==> config.mk <==
export PLATFORM = sky130hd
export DESIGN_NAME = rv32i_mem_arbiter
export DESIGN_NICKNAME = d
export VERILOG_FILES = /design/src/rtl/rv32i_mem_arbiter.sv
export SDC_FILE = /design/constraint.sdc
export NUM_CORES = 1
export LEC_CHECK = 0
export CORE_MARGIN = 4
export CORE_UTILIZATION = 34
export DETAILED_ROUTE_END_ITERATION = 12
export MAX_ROUTING_LAYER = met4
export PLACE_DENSITY_LB_ADDON = 0.12
export SETUP_SLACK_MARGIN = 0.4
export SYNTH_ARGS = -nofsm -noshare
export SYNTH_HDL_FRONTEND = slang
export SYNTH_SLANG_ARGS = --single-unit
==> constraint.sdc <==
create_clock -name clk -period 2.7 [get_ports clk]
set_clock_uncertainty 0.15 [all_clocks]
set_input_delay 0.27 -clock clk [delete_from_list [all_inputs] [get_ports clk]]
set_output_delay 0.27 -clock clk [all_outputs]
set_load 0.02 [all_outputs]
==> src/rtl/rv32i_mem_arbiter.sv <==
// -----------------------------------------------------------------------------
// rv32i_mem_arbiter
//
// Shares one single-port, fixed-latency unified memory between the rv32i
// instruction-fetch port and the data port. One access is outstanding at a
// time and data requests win over instruction requests.
//
// Each requester uses a req/ack handshake. A one-cycle rvalid pulse marks
// completion, and the rdata register holds its value between pulses.
//
// Parameters
//   DATA_WIDTH  data/address width (only 32 is supported)
//   MEM_LAT     memory read latency in cycles, 1..15
//   STARVE_MAX  consecutive data grants tolerated while i_req is pending,
//               1..15 (only meaningful with the starve guard)
//
// Optional feature
//   RV32I_ARB_STARVE_GUARD_EN  when defined, a starve counter forces an
//                              instruction grant after STARVE_MAX data grants
//                              issued while i_req was pending.
//
// Ports
//   clk, rst                    clock, synchronous active-high reset
//   i_req/i_addr                instruction read request and address
//   i_ack/i_rvalid/i_rdata      instruction issue ack, completion pulse, data
//   d_req/d_addr/d_wdata        data request, address, store data
//   d_we0/d_we1/d_we2           lane enables [31:24]/[23:16]/[15:0]; 0 = read
//   d_ack/d_rvalid/d_rdata      data issue ack, completion pulse, load data
//   m_en/m_addr/m_wdata/m_be    memory strobe, address, write data, byte enables
//   m_rdata                     memory read data, valid MEM_LAT cycles after m_en
// -----------------------------------------------------------------------------
module rv32i_mem_arbiter #(
  parameter int DATA_WIDTH = 32,
  parameter int MEM_LAT    = 1,
  parameter int STARVE_MAX = 4
) (
  input  logic                  clk,
  input  logic                  rst,
  input  logic                  i_req,
  input  logic [DATA_WIDTH-1:0] i_addr,
  output logic                  i_ack,
  output logic                  i_rvalid,
  output logic [DATA_WIDTH-1:0] i_rdata,
  input  logic                  d_req,
  input  logic [DATA_WIDTH-1:0] d_addr,
  input  logic [DATA_WIDTH-1:0] d_wdata,
  input  logic                  d_we0,
  input  logic                  d_we1,
  input  logic                  d_we2,
  output logic                  d_ack,
  output logic                  d_rvalid,
  output logic [DATA_WIDTH-1:0] d_rdata,
  output logic                  m_en,
  output logic [DATA_WIDTH-1:0] m_addr,
  output logic [DATA_WIDTH-1:0] m_wdata,
  output logic [3:0]            m_be,
  input  logic [DATA_WIDTH-1:0] m_rdata
);

  if (DATA_WIDTH != 32) begin : g_bad_width
    $error("rv32i_mem_arbiter: DATA_WIDTH must be 32");
  end
  if (MEM_LAT < 1 || MEM_LAT > 15) begin : g_bad_lat
    $error("rv32i_mem_arbiter: MEM_LAT must be in 1..15");
  end
  if (STARVE_MAX < 1 || STARVE_MAX > 15) begin : g_bad_starve
    $error("rv32i_mem_arbiter: STARVE_MAX must be in 1..15");
  end

  localparam logic [3:0] LAT = 4'(MEM_LAT);

  typedef enum logic [1:0] {
    IDLE = 2'd0,
    WAIT = 2'd1,
    RESP = 2'd2
  } state_t;

  state_t                state_q, state_d;
  logic [3:0]            cnt_q, cnt_d;
  logic                  owner_d_q;   // 1: access in flight belongs to data port
  logic                  d_wr_q;      // in-flight data access is a store
  logic [DATA_WIDTH-1:0] i_rdata_q, d_rdata_q;

  logic issue_ok;
  logic force_i;
  logic grant_d;
  logic grant_i;
  logic d_we_any;
  logic capture;

  assign d_we_any = d_we0 | d_we1 | d_we2;
  assign issue_ok = (state_q == IDLE) || (state_q == RESP);

  // Gating grants with rst keeps acks and all memory-side outputs at zero
  // during the reset cycle, whatever state the FSM is in.
  assign grant_d  = !rst && issue_ok && d_req && !force_i;
  assign grant_i  = !rst && issue_ok && i_req && !grant_d;

  // The last WAIT cycle is the one where m_rdata is valid.
  assign capture  = (state_q == WAIT) && (cnt_q == 4'd1);

`ifdef RV32I_ARB_STARVE_GUARD_EN
  localparam logic [3:0] STARVE_LIM = 4'(STARVE_MAX);

  logic [3:0] starve_q;

  assign force_i = i_req && (starve_q == STARVE_LIM);

  always_ff @(posedge clk) begin
    if (rst) begin
      starve_q <= 4'd0;
    end else if (grant_i) begin
      starve_q <= 4'd0;
    end else if (issue_ok && !i_req) begin
      starve_q <= 4'd0;
    end else if (grant_d) begin
      // i_req is known high here, because the i_req == 0 case cleared above.
      starve_q <= starve_q + 4'd1;
    end
  end
`else
  assign force_i = 1'b0;
`endif

  always_comb begin
    // NOTE: every output of this block gets a default first, so that no path
    // leaves a signal unassigned and no latch is inferred.
    state_d = state_q;
    cnt_d   = cnt_q;
    i_ack   = 1'b0;
    d_ack   = 1'b0;
    m_en    = 1'b0;
    m_addr  = '0;
    m_wdata = '0;
    m_be    = 4'b0000;

    unique case (state_q)
      IDLE, RESP: begin
        state_d = IDLE;
        if (grant_d) begin
          d_ack   = 1'b1;
          m_en    = 1'b1;
          m_addr  = d_addr;
          m_wdata = d_wdata;
          m_be    = {d_we0, d_we1, d_we2, d_we2};
          cnt_d   = LAT;
          state_d = WAIT;
        end else if (grant_i) begin
          i_ack   = 1'b1;
          m_en    = 1'b1;
          m_addr  = i_addr;
          cnt_d   = LAT;
          state_d = WAIT;
        end
      end
      WAIT: begin
        cnt_d = cnt_q - 4'd1;
        if (cnt_q == 4'd1) begin
          state_d = RESP;
        end
      end
      default: state_d = IDLE;
    endcase
  end

  // NOTE: sequential state uses non-blocking assignments only, so every
  // register samples values from before the edge.
  always_ff @(posedge clk) begin
    if (rst) begin
      state_q   <= IDLE;
      cnt_q     <= 4'd0;
      owner_d_q <= 1'b0;
      d_wr_q    <= 1'b0;
      // NOTE: the response registers are reset because 0 is the observable
      // value of rdata after reset.
      i_rdata_q <= '0;
      d_rdata_q <= '0;
    end else begin
      state_q <= state_d;
      cnt_q   <= cnt_d;
      if (grant_d) begin
        owner_d_q <= 1'b1;
        d_wr_q    <= d_we_any;
      end else if (grant_i) begin
        owner_d_q <= 1'b0;
        d_wr_q    <= 1'b0;
      end
      if (capture) begin
        if (!owner_d_q) begin
          i_rdata_q <= m_rdata;
        end else if (!d_wr_q) begin
          d_rdata_q <= m_rdata;
        end
      end
    end
  end

  // Responses route by the owner flag registered at issue, never by the
  // current request inputs.
  assign i_rvalid = !rst && (state_q == RESP) && !owner_d_q;
  assign d_rvalid = !rst && (state_q == RESP) &&  owner_d_q;
  assign i_rdata  = i_rdata_q;
  assign d_rdata  = d_rdata_q;

endmodule

**After elaboration in Yosys (flattened, before gate mapping)**

Cells that the tools add are included.

- Add/subtract/negate cells: 1
- Equal/unequal tests: 5
- Multiplexer cells: 24
- Bitwise logic cells: 4
- Reduce and logical (&&, ||, !) cells: 19

Operators with widths:

| cell | number |
|---|---|
| $mux W32 | 5 |
| $mux W4 | 4 |
| $mux W1 | 12 |
| $logic_and A1 B1 Y1 | 8 |
| $pmux W4 S2 | 1 |
| $eq A4 B1 Y1 const B | 1 |
| $pmux W2 S2 | 1 |
| $reduce_and A2 Y1 | 2 |
| $reduce_bool A2 Y1 | 2 |
| $sub A4 B1 Y4 const B | 1 |
| $logic_not A1 Y1 | 3 |
| $ne A3 B3 Y1 const B | 1 |
| $reduce_and A3 Y1 | 1 |
| $eq A2 B1 Y1 const B | 1 |
| $eq A2 B2 Y1 const B | 1 |
| $logic_not A2 Y1 | 1 |
| $mux W2 | 1 |
| $ne A2 B1 Y1 const B | 1 |
| $not A1 Y1 | 2 |
| $or A1 B1 Y1 | 2 |
| $reduce_or A2 Y1 | 1 |
| $logic_or A1 B1 Y1 | 1 |

- Register bits: 72
- Output and inout bits: 137

**Depth between registers and ports, before layout**

Gate-level depths: netlist (run 1).

- Depth after elaboration: 9
- Gate-level depth with buffers: 8

**Worst setup path before layout (run 1)**

OpenSTA, ideal clock, no wires.

- Path kind: register -> register
- Start point: reg cnt_q[0]
- End point: reg d_rdata_q[22], in the netlist d_rdata[22]
- Data arrival time: 1852 ps
- Path slack: 578 ps
- Cell stages (with the launch flop): 8
- Path buffers: 3
- Period minus slack after synthesis: 2122 ps
- Path through: dfxtp_1 -> ha_1 -> or3b_1 -> buf_2 -> or4_4 -> buf_6 -> buf_6 -> mux2i_1

- Longest elaborated chain between the ends: 3

RTL lines:

| item | line | RTL |
|---|---|---|
| start: declaration | 79 | `logic [3:0] cnt_q, cnt_d;` |
| start signal: assignment | 180 | `cnt_q <= cnt_d;` |
| $eq A4 B1 Y1 | 100 | `assign capture = (state_q == WAIT) && (cnt_q == 4'd1);` |
| $logic_and A1 B1 Y1 | 100 |  |
| $reduce_and A3 Y1 (no source line) | n/a |  |
| end signal: assignment | 192 | `d_rdata_q <= m_rdata;` |
| end: declaration | 82 | `logic [DATA_WIDTH-1:0] i_rdata_q, d_rdata_q;` |

Every way passes these cells.
A chain may end at the register's enable or synchronous reset.

**Final worst setup path (run 1)**

- Start point: in i_req
- End point: out m_addr[1]

- Longest elaborated chain between the ends: 5

RTL lines:

| item | line | RTL |
|---|---|---|
| start: declaration | 39 | `input logic i_req,` |
| $logic_and A1 B1 Y1 (2 in series) | 97 | `assign grant_i = !rst && issue_ok && i_req && !grant_d;` |
| $mux W32 | 148 | `end else if (grant_i) begin` |
| $mux W32 | 140 | `if (grant_d) begin` |
| $mux W32 | 137 | `unique case (state_q)` |
| end: declaration | 54 | `output logic [DATA_WIDTH-1:0] m_addr,` |

Every way passes these cells.

==> results of run 1 <==
[cell usage after synthesis]
cell,instances
mux2i_1,64
o21bai_1,1
o311ai_0,2
nor2_1,1
nor3_1,3
or4_4,1
buf_4,3
nand2_1,2
nor2b_1,1
buf_2,3
nor4b_1,2
nand2b_1,99
clkbuf_1,25
o31a_1,1
a22o_1,32
o211ai_1,1
ha_1,2
xor2_1,1
and2_1,35
o21ai_0,1
dfxtp_1,72
or3b_1,1
a21oi_1,7
or3_1,3
buf_6,2
nor3b_1,1
nor4_2,1
inv_1,4
nor4_1,1
o31ai_1,2
[cell type report]
type	count	area share [%]
Clock buffer	10	2.05
Tap cell	136	2.53
Sequential cell	72	21.5
Timing Repair Buffer	290	41.9
Clock inverter	6	1.34
Multi-Input combinational cell	265	30.5
Antenna cell	1	0.0372
Inverter	4	0.223
[critical path, stage by stage]
cell and delay (ns):
clkdlybuf4s50_1 0.50, inv_1 0.09, nor4_4 0.24, buf_4 0.20, buf_12 0.15, a22o_1 0.23
buf_12 0.14
[worst paths after layout]
check	to	slack, ns	start	cells past startpoint
setup / recovery	m_addr[1]	0.46	i_req	7
hold reg to reg	d_rdata[8]	0.32	d_rdata[8]	2
hold / removal	owner_d_q	0.17	rst	2
setup reg to reg	d_rdata[27]	0.50	cnt_q[0]	5
[repair_timing]
| action | 4_1_cts | 5_1_grt |
|---|---|---|
| setup buffers | 5 | 2 |
| endpoints found under the hold margin | 0 | 0 |
| endpoints found under the setup margin | 65 | 75 |
| gates cloned | 3 | 1 |
| gates resized for setup | 133 | 31 |
| pin swaps | 0 | 2 |
| hold buffers | 0 | 0 |
[kinds of logic (layout without fill, tap and decap cells)]
group	count (synthesis)	after routing	share of synthesized area [%]
AO/OA/AOI/OAI	47	47	10.4
XOR/XNOR	1	1	0.242
adder cells (fa/ha/maj)	2	2	0.692
buffers and inverters	37	310	4.67
flip-flops	72	72	39.9
multiplexers	64	64	17.7
other	0	1	0
AND/OR/NAND/NOR	151	151	26.4
[state kept, by name, indices dropped and copies added (netlist names)]
| register | flops |
|---|---|
| d_rdata | 32 |
| state_q | 2 |
| owner_d_q | 1 |
| cnt_q | 4 |
| d_wr_q | 1 |
| i_rdata | 32 |
[power by group through the flow]
stage	Sequential, mW	Combinational (mW)	Clock (mW)
6_report	1.13	0.737	0.976
5_1_grt	1.13	0.779	1.04
4_1_cts	1.13	0.745	0.998
3_5_place_dp	1.15	0.744	0
3_3_place_gp	1.15	0.738	0
2_1_floorplan	1.17	0.291	0
[layer usage]
layer | wire, um | part of all wire [%] | up-vias
met5 | 0 | 0 | -
met4 | 263 | 1.7 | 0
met3 | 1070 | 6.8 | 17
met2 | 8060 | 51 | 151
met1 | 6420 | 41 | 1743
li1 | - | - | 1807
==> impl_metrics.ini, run 1 <==
[worst_setup_path]
required_ns = 2.28
endpoint_kind = primary output
cp_max_fo = 16
arrival_ns = 1.82
crit_type = in -> out
critPathLaunchType = input pin

[power]
power_switching_uw = 790
pwr_density_cell_nw_per_um2 = 423
irDropWorstVdd_uv = 252
seqPwrFrac_pct = 39.7
power_leakage_nw = 2.83
power.internal_mw = 2.05
pwr-share-clk_pct = 34.4
sw_frac_of_total_pct = 27.8
p_total_mw = 2.84
comb_power_share_pct = 25.9

[detailed_routing]
viasPerCell = 4.74
totalWireLength_mm = 15.8
drt_iter0_markers = 171
wl_per_cell_um = 20.2
vias = 3718
firstDrtPassIters = 4
drc_errors = 0
drtAntennaViolNets = 0

[die]
start_util_pct = 35.0
row_count = 37
die_h_um = 111
num_io_pins = 272
core_um2 = 10300
die_area_um2 = 12300
die_x_um = 111

[cells_and_area]
layout.cells.non_filler = 784
drive_gt1_share_pct = 12.1
final_cell_mix = clkdlybuf4s50_1, nand2b_1, dfxtp_1, mux2i_1, and2_1
fillers = 871
regArea_um2 = 1440
multiInputGateArea_um2 = 2050
mostFrequentLayoutCell = clkdlybuf4s50_1
final_cell_area_um2 = 6720
area_growth_pct = 85.9
final_util_pct = 65.1
finalNetCount = 779

[yosys]
syn-num-nets = 511
yosysTopAreaCell = dfxtp_1
synth.distinct_cells = 30
syn_inst = 374
yosysWarnings = 0
syn_area_per_cell_um2 = 9.67
ys_ff_latch = 72
synth_top_cells_by_area = dfxtp_1, mux2i_1, nand2b_1
synth_top_area_share_pct = 39.9
yosysSeqAreaShare_pct = 39.9
synth_area_um2 = 3610

[global_route]
grt_use_met1_pct = 29.2
grt_pass1_vias = 3976
grt_overflow = 0
gr-usage-met3_pct = 6.60
grt_use_total_pct = 25.4
grt_max_degree = 103
grt_first_pass_wirelength_mm = 23.4
grt_use_met2_pct = 43.8
antenna_found_initial = 1
grt_busiest_layer = met2

[clock_network]
clock_sinks = 72
cts_root_buf = clkbuf_8
cts_tree = yes
clk_latency_ns = 0.35
clk_path_buf_depth = 2
htreeDepth = 3
cts.reportedPaths.clkPinSlew_ns = 0.07
cts-buffers-inserted = 9

[sta]
fin_tns_setup_ns = 0
timing.fmax_mhz = 446
worstMarginPinSlew_ns = 0.739
slew_headroom_pct = 50.7
rsz0062_at_grt = false
hold_ws_ns = 0.165
final.min_clock_period_ns = 2.24
period_share_pct = 83.1
slew_violations = 0
fin_ws_ns = 0.457
final_hold_viol_count = 0
setup_viol = 0

[placement]
port_buffers = 271
placed_cells = 756
dpl_cell_area_um2 = 6430
hpwl_mm = 12.4
place.gp.congestion = 0.917
place_ws_ns = -0.0152

[worst_hold_path]
hold_path_class = in -> reg

[run_status]
outcome = complete, no violations

[run]
drv_cap = 0
No activity file was read; power rests on OpenSTA's default activity.
==> inputs of run 2 (changes only) <==
==> constraint.sdc (replaced) <==
create_clock -name clk -period 2.2 [get_ports clk]
set_clock_uncertainty 0.15 [all_clocks]
set_input_delay 0.22 -clock clk [delete_from_list [all_inputs] [get_ports clk]]
set_output_delay 0.22 -clock clk [all_outputs]
set_load 0.02 [all_outputs]
==> impl_metrics.ini, run 2 (synthesis gave the netlist of run 1 again) <==
[die]
num_io_pins = 272
core_um2 = 10300
row_count = 37
die_x_um = 111
die_h_um = 111
start_util_pct = 35.0
die_area_um2 = 12300

[sta]
final.min_clock_period_ns = 2.02
worstMarginPinSlew_ns = 0.669
setup_viol = 0
hold_ws_ns = 0.241
period_share_pct = 91.6
slew_headroom_pct = 55.4
final_hold_viol_count = 0
fin_ws_ns = 0.184
timing.fmax_mhz = 496
slew_violations = 0
rsz0062_at_grt = true

[detailed_routing]
viasPerCell = 4.80
firstDrtPassIters = 6
wl_per_cell_um = 18.9
drc_errors = 0
vias = 3877
totalWireLength_mm = 15.3
drt_iter0_markers = 189
drtAntennaViolNets = 0

[worst_setup_path]
required_ns = 1.83
max_stage_delay_ns = 0.37
crit_type = reg -> out
crit_chain = nor3b_4 > buf_6 > buf_12 > clkbuf_16 > a22o_1 > buf_6
cp-startpoint = state_q[0]
cpMostUsedCell = buf_6
reg2reg_from = cnt_q[1]
endpoint_kind = primary output
path_buf_inv = 4
arrival_ns = 1.65
critPathLaunchType = register
cp_max_fo = 4
crit_family = buffers and inverters
cpMaxStageDelayCell = dfxtp_4

[global_route]
grt_use_total_pct = 23.6
antenna_found_initial = 0
grt_pass1_vias = 4079
grt_first_pass_wirelength_mm = 22.4
grt_overflow = 0
grt_max_degree = 97

[placement]
place.gp.congestion = 0.921
port_buffers = 271
dpl_cell_area_um2 = 6550
hpwl_mm = 11.0
placed_cells = 764
place_ws_ns = -0.344

[worst_hold_path]
hold_path_class = in -> reg
hold_start = rst

[cells_and_area]
mostFrequentLayoutCell = clkdlybuf4s50_1
area_growth_pct = 99.5
drive_gt1_share_pct = 22.7
layout.cells.non_filler = 807
antenna_cells = 0
finalNetCount = 803
final_cell_mix = clkdlybuf4s50_1, nand2b_1, dfxtp_1, mux2i_1, buf_4
final_util_pct = 69.9
final_cell_area_um2 = 7210

[clock_network]
cts_root_buf = clkbuf_8
clk_path_buf_depth = 2
cts_tree = yes
cts-buffers-inserted = 9
htreeDepth = 3
clock_sinks = 72
ctsHoldBuffers = 0
clk_latency_ns = 0.34
cts.reportedPaths.clkPinSlew_ns = 0.08

[power]
pwr_density_cell_nw_per_um2 = 504
power_leakage_nw = 3.04
irDropWorstVdd_uv = 255

[run_status]
outcome = complete, no violations

[run]
drv_cap = 0
-- run 2: changes by cell type in the layout (fill, tap and decap cells not counted), sizes merged --
cell           previous run  this run
clkdlybuf4s15            26         0
clkinv                    1         2
bufbuf                    0         1
diode                     1         0
clkdlybuf4s50           196       195
inv                       6         7
clkinvlp                  1         0
buf                      38       111
clkbuf                   15        14
dlygate4sd2              25         2
-- run 2: layout make-up --
class	count	area, um2
well taps	136	170
multi-input cells	265	2100
repair buffers	314	3250
inverters	4	15.0
fillers	785	3110
clock buffers	9	124
flip-flops and latches	72	1450
clock inverters	7	103
-- run 2: repair_timing --
action / 4_1_cts / 5_1_grt
cloned: 7 / 4
hold endpoints to repair: 0 / 0
resized for setup: 385 / 19
buffers inserted: 12 / 4
endpoints found under the setup margin: 137 / 137
pin swaps: 17 / 8
-- run 2: power by group --
group	switching (mW)	internal (mW)	total (mW)	leakage [nW]
logic	0.446	0.622	1.07	2.34
clock network	0.531	0.654	1.19	0.116
registers	0.0315	1.35	1.38	0.584
total	1.01	2.63	3.63	3.04
-- run 2: path summary, 6_finish.rpt --
check / to / slack (ns) / cells past startpoint
max: m_addr[15] / 0.18 / 6
min: cnt_q[1] / 0.24 / 3
max reg2reg: i_rdata[8] / 0.22 / 7
min reg2reg: d_rdata[8] / 0.32 / 2
-- run 2: tightest hold or removal path: stages --
cell and delay (ns):
buf_2 0.17, buf_4 0.24, a21oi_1 0.06
-- run 2: per-layer routing --
metal | vias to the layer above | part of all wire, % | global-route usage, %
met3 | 28 | 6.0 | 6.50
met4 | 0 | 2.7 | 9.00
met1 | 1812 | 37 | 23.3
met5 | - | 0 | -
li1 | 1863 | - | -
met2 | 174 | 54 | 43.9
-- run 2: stage by stage --
stage / total power, mW / TNS (ns)
global route: 3.79 / 0
floorplan: 1.81 / 0
global placement: 2.33 / -15.15
finish: 3.63 / 0
CTS: 3.62 / 0
detailed placement: 2.34 / -18.68
